## config.mk

```make
export PLATFORM = sky130hd
export DESIGN_NAME = simon_host_if
export DESIGN_NICKNAME = d
export VERILOG_FILES = /design/src/rtl/simon_host_if.sv
export SDC_FILE = /design/constraint.sdc
export NUM_CORES = 1
export LEC_CHECK = 0
export ABC_AREA = 0
export BUFFER_PORTS_ARGS = -buffer_cell sky130_fd_sc_hd__buf_2
export CAP_MARGIN = 20
export CORE_ASPECT_RATIO = 1.4
export CORE_MARGIN = 1.5
export CORE_UTILIZATION = 35
export CTS_BUF_LIST = sky130_fd_sc_hd__clkbuf_8
export CTS_CLUSTER_SIZE = 40
export DETAILED_ROUTE_END_ITERATION = 10
export SETUP_SLACK_MARGIN = 0.3
export SLEW_MARGIN = 20
export SYNTH_ARGS = -nofsm -noshare
export SYNTH_HDL_FRONTEND = slang
export SYNTH_SLANG_ARGS = --single-unit
```

## constraint.sdc

```tcl
create_clock -name clk -period 13.6 [get_ports clk]
set_clock_uncertainty 0.2 [all_clocks]
set_input_delay 0 -clock clk [delete_from_list [all_inputs] [get_ports clk]]
set_output_delay 0 -clock clk [all_outputs]
set_load 0.03 [all_outputs]
```

## src/rtl/simon_host_if.sv

```systemverilog
// Host-side serial loader/unloader for a bit-serial SIMON core: shifts plaintext and an all-zero key in,
// then collects the serial ciphertext (first rdy=11 cycle 2*BLOCK_BITS+1 after start; no backpressure, start ignored while busy).
module simon_host_if #(
  parameter int BLOCK_BITS = 128,
  parameter int TIMEOUT    = 16384
) (
  input  logic                  clk,
  input  logic                  reset,
  input  logic                  start,
  input  logic [BLOCK_BITS-1:0] pt_in,
  output logic                  busy,
  output logic                  done,
  output logic                  error,
  output logic [BLOCK_BITS-1:0] ct_out,
  output logic                  core_data_in,
  output logic [1:0]            core_data_rdy,
  input  logic                  core_cipher_out,
  input  logic                  core_valid
);

  localparam int CW = $clog2(BLOCK_BITS) + 1;
  localparam int TW = $clog2(TIMEOUT) + 1;

  localparam logic [2:0] S_IDLE     = 3'd0;
  localparam logic [2:0] S_LOAD_PT  = 3'd1;
  localparam logic [2:0] S_LOAD_KEY = 3'd2;
  localparam logic [2:0] S_RUN      = 3'd3;
  localparam logic [2:0] S_CAPTURE  = 3'd4;

  localparam logic [CW-1:0] CNT_LAST = CW'(BLOCK_BITS - 1);
  localparam logic [CW-1:0] CNT_ONE  = CW'(1);
  localparam logic [TW-1:0] TMR_LAST = TW'(TIMEOUT - 1);
  localparam logic [TW-1:0] TMR_ONE  = TW'(1);

  logic [2:0]            state;
  logic [CW-1:0]         cnt;
  logic [TW-1:0]         timer;
  logic [BLOCK_BITS-1:0] tx_sr;
  logic [BLOCK_BITS-1:0] rx_sr;
  logic [BLOCK_BITS-1:0] rx_next;

  // New bits enter at the MSB so the first received bit lands in bit 0 after a full block.
  assign rx_next = {core_cipher_out, rx_sr[BLOCK_BITS-1:1]};

  always_ff @(posedge clk or posedge reset) begin
    if (reset) begin
      state  <= S_IDLE;
      busy   <= 1'b0;
      done   <= 1'b0;
      error  <= 1'b0;
      ct_out <= '0;
      cnt    <= '0;
      timer  <= '0;
      tx_sr  <= '0;
      rx_sr  <= '0;
    end else begin
      done  <= 1'b0;
      error <= 1'b0;
      case (state)
        S_IDLE: begin
          if (start) begin
            tx_sr <= pt_in;
            cnt   <= '0;
            timer <= '0;
            busy  <= 1'b1;
            state <= S_LOAD_PT;
          end
        end
        S_LOAD_PT: begin
          tx_sr <= tx_sr >> 1;
          if (cnt == CNT_LAST) begin
            cnt   <= '0;
            state <= S_LOAD_KEY;
          end else begin
            cnt <= cnt + CNT_ONE;
          end
        end
        S_LOAD_KEY: begin
          if (cnt == CNT_LAST) begin
            cnt   <= '0;
            state <= S_RUN;
          end else begin
            cnt <= cnt + CNT_ONE;
          end
        end
        S_RUN: begin
          timer <= timer + TMR_ONE;
          // A valid bit on the last allowed cycle still wins over the timeout.
          if (core_valid) begin
            rx_sr <= rx_next;
            cnt   <= CNT_ONE;
            state <= S_CAPTURE;
          end else if (timer == TMR_LAST) begin
            done  <= 1'b1;
            error <= 1'b1;
            busy  <= 1'b0;
            state <= S_IDLE;
          end
        end
        S_CAPTURE: begin
          if (core_valid) begin
            rx_sr <= rx_next;
            if (cnt == CNT_LAST) begin
              ct_out <= rx_next;
              cnt    <= '0;
              done   <= 1'b1;
              busy   <= 1'b0;
              state  <= S_IDLE;
            end else begin
              cnt <= cnt + CNT_ONE;
            end
          end
        end
        default: begin
          busy  <= 1'b0;
          state <= S_IDLE;
        end
      endcase
    end
  end

  always_comb begin
    core_data_rdy = 2'b00;
    case (state)
      S_LOAD_PT:           core_data_rdy = 2'b01;
      S_LOAD_KEY:          core_data_rdy = 2'b10;
      S_RUN, S_CAPTURE:    core_data_rdy = 2'b11;
      default:             core_data_rdy = 2'b00;
    endcase
  end

  assign core_data_in = (state == S_LOAD_PT) & tx_sr[0];

endmodule

```

==> impl_metrics.toml <==
[run_status]
status = "complete, no violations"

[min_path]
holdCritStartpoint = "pt_in[14]"
min_path_cells = 4
hp-class = "in -> reg"

[pwr]
seq_power_share = 0.441
pwr-share-comb = 0.259
p_int_mw = 2.40
switching_share = 0.334
peakVddDrop_mv = 0.111
switchingPower_mw = 1.20
p_leak_nw = 10.8
power_density_nw_per_um2 = 164
clkPwrFrac = 0.300
total_power_mw = 3.60

[logic_synthesis]
syn_area_per_cell_um2 = 12.7
synth_seq_cells = 412
yosysUniqueCellTypes = 49
synth_seq_area_share = 0.638
syn_area_um2 = 16200
syn_inst = 1273
synth_nets = 1408
yosys_warnings = 0

[sta]
period_minus_slack_ns = 3.52
finalSetupTns_ns = 0
setup_viol_count_final = 0
finalHoldViolations = 0
tightestPinTransition_ns = 0.940
rsz0062_at_grt = "false"
slew_violations = 0
finalCritPeriodShare = 0.259
clock.fmax_ghz = 0.284
relSlewSlack = 0.373

[setup_path]
r2r-end = "tx_sr[48]$_DFFE_PP0P_"
start_kind = "flop"
arrival_ns = 3.83
critPathKind = "reg -> reg"
cp_cell_sequence = "nor3_1 > nand2_4 > nand2_4 > buf_4 > nor2_1 > nor2_1"
critPathBufInv = 1
r2r_start = "state[2]$_DFFE_PP0P_"
startpoint = "state[2]$_DFFE_PP0P_"
ff2ff_setup_slack_ns = 10.08
crit_path_end = "tx_sr[48]$_DFFE_PP0P_"
endpoint_kind = "flop"
critPathTopFamily = "simple AND/OR/NAND/NOR gates"
slowest_stage = "nand2_4"
critical_path_depth = 6
reg2regPathDepth = 6
cp_max_fo = 71
crit_required_ns = 13.91
slowest_delay_ns = 0.81

[cells_and_area]
multi_input_area_um2 = 5510
nFillCells = 4095
fin_nets = 1934
regArea_um2 = 10300
drive_gt1_frac = 0.349
syn2layout_area_growth_pct = 35.9

[route]
routedWlPerCell_um = 16.4
ant_nets = 0
drc = 0
drt_iter0_markers = 550
via_count = 12100
vias_per_cell = 4.94
routed_wirelength_um = 40300
dr.pass1.iters = 5

[place]
port_buffers = 266
place_congestion = 0.735
dpl.hpwl_um = 22200

[clock_tree]
clkSinkCount = 412
clk_latency_ns = 0.60
cts_inserted_buffers = 69
clk_pin_slew_ns = 0.06
cts_tree = "yes"
root_buffer = "clkbuf_8"
cts_buffer_depth = 3
cts.htree.levels = 3
post_cts_buffers = 0

[floorplanning]
die_area_um2 = 47500
die_y_um = 257
start_util = 0.352
pin_count = 267
die_w_um = 185
rows = 93
core_um2 = 45800

[global_route]
grt_overflow = 0
track_usage = 0.172
grt_pass1_vias = 13100
grt_start_max_net_pins = 149
grt_pass1_wl_um = 66300
antenna_found_initial = 1

[flow_run]
drv_cap = 0
## power groups by stage
| stage | Sequential (mW) | Clock, mW | Combinational (mW) |
|---|---|---|---|
| 2_1_floorplan | 1.55 | 0 | 0.677 |
| 3_3_place_gp | 1.58 | 0 | 0.807 |
| 3_5_place_dp | 1.59 | 0 | 0.839 |
| 4_1_cts | 1.57 | 1.12 | 0.901 |
| 5_1_grt | 1.61 | 1.18 | 1.04 |
| 6_report | 1.59 | 1.08 | 0.934 |
## cells by family after synthesis
logic type,synth area share
flops,0.638
simple gates,0.0841
mux,0.178
compound gates,0.0735
buf+inv,0.0228
xor+xnor,0.00163
fa+ha+maj,0.00155
## tightest hold or removal path: cells and delay by family
family / cells / cell delay [ns]
buffers and inverters: 2 / 0.63
and+or+nand+nor: 1 / 0.10
AOI/OAI and AO/OA: 1 / 0.07
## synthesized netlist by cell type (all sizes together)
| cell type | count | area, µm² |
|---|---|---|
| nand4 | 3 | 18.8 |
| nor2b | 1 | 6.26 |
| ha | 2 | 25.0 |
| buf | 45 | 218 |
| o41ai | 2 | 17.5 |
| nor4 | 1 | 6.26 |
| nand3b | 1 | 7.51 |
| nand2b | 1 | 6.26 |
| nor3 | 4 | 20.0 |
| and4 | 1 | 8.76 |
| inv | 6 | 22.5 |
| mux2i | 1 | 10.0 |
| or3b | 2 | 17.5 |
| or2 | 3 | 21.3 |
| nand2 | 21 | 78.8 |
| o21a | 1 | 7.51 |
| a21boi | 1 | 18.8 |
| a21o | 2 | 15.0 |
| nand3 | 14 | 70.1 |
| and3 | 4 | 25.0 |
| mux2 | 255 | 2870 |
| and2 | 3 | 18.8 |
| o31ai | 3 | 22.5 |
| o21ai | 27 | 135 |
| or4 | 3 | 26.3 |
| o21ba | 1 | 10.0 |
| a2111oi | 1 | 15.0 |
| o31a | 1 | 8.76 |
| o21bai | 2 | 15.0 |
| nor4b | 3 | 26.3 |
| nor2 | 266 | 1000 |
| o311ai | 3 | 26.3 |
| xor2 | 3 | 26.3 |
| dfrtp | 412 | 10300 |
| clkbuf | 34 | 128 |
| a22o | 4 | 35.0 |
| o22ai | 127 | 795 |
| a21oi | 3 | 15.0 |
| a31o | 1 | 8.76 |
| o211ai | 5 | 42.5 |
## area by class of cell
| cell class | count | area share |
|---|---|---|
| antenna | 1 | 0.000114 |
| clock buffer | 81 | 0.0508 |
| clock inverter | 27 | 0.00935 |
| inverter | 6 | 0.00160 |
| multi-input combinational | 776 | 0.251 |
| sequential | 412 | 0.470 |
| tap | 617 | 0.0352 |
| timing repair buffer | 534 | 0.182 |
## metal layers
| metal | part of all wire | vias to the layer above | GRT usage |
|---|---|---|---|
| met5 | 0 | - | 0 |
| met4 | 0.027 | 0 | 0.0669 |
| met2 | 0.52 | 410 | 0.302 |
| met3 | 0.069 | 96 | 0.0495 |
| li1 | - | 5529 | - |
| met1 | 0.39 | 6092 | 0.196 |
## how the worst min path moves through the flow
stage | slack (ns) | to
2_1_floorplan | -0.06 | tx_sr[127]$_DFFE_PP0P_
3_3_place_gp | 0.03 | tx_sr[127]$_DFFE_PP0P_
3_5_place_dp | 0.04 | tx_sr[127]$_DFFE_PP0P_
4_1_cts | 0.003 | tx_sr[10]$_DFFE_PP0P_
5_1_grt | 0.06 | tx_sr[14]$_DFFE_PP0P_
6_report | 0.06 | tx_sr[14]$_DFFE_PP0P_
## metrics by stage
| stage | util | cell area, µm² | worst slack, ns | cells | hold WS, ns |
|---|---|---|---|---|---|
| after CTS | 0.479 | 21900 | 9.99 | 2453 | 0.00327 |
| after global placement | 0.394 | 18000 | 10.05 | 2087 | 0.0336 |
| after detailed placement | 0.394 | 18000 | 10.00 | 2087 | 0.0439 |
| after floorplan | - | 16200 | 1.94 | 1273 | -0.0603 |
| after global routing | 0.479 | 22000 | 9.83 | 2454 | 0.0615 |
| final | 0.479 | 22000 | 10.08 | 2454 | 0.0616 |
## sequential cells by signal, summed over array words and instances, names as in the netlist, 3 cells and up
register	flops
tx_sr	128
ct_out	128
cnt	8
state	3
rx_sr	127
timer	15
## layout by cell type (no fill, tap or decap), types with 2 or more instances in the layout
cell           count
dfrtp_1          412
buf_2            266
nor2_1           265
dlygate4sd3_1    258
mux2_2           255
o22ai_1          127
clkbuf_8          81
o21ai_0           25
inv_1             20
nand2_1           19
nand3_1           14
buf_4              8
o211ai_1           4
a22o_1             4
nor3_1             4
clkinvlp_4         4
clkinv_2           4
a21oi_1            3
and3_1             3
o31ai_1            3
nand4_1            3
xor2_1             3
nor4b_1            3
and2_1             3
bufinv_16          3
o311ai_0           2
o41ai_1            2
or2_2              2
or4_1              2
o21bai_1           2
a21o_1             2
nand2_4            2
ha_1               2
## what timing repair did
| action | in CTS | in global routing |
|---|---|---|
| hold buffers | 258 | 0 |
| resized for setup | 0 | 0 |
| hold endpoints to repair | 298 | 0 |
| endpoints found under the setup margin | 0 | 0 |
No activity file was read; power rests on OpenSTA's default activity.
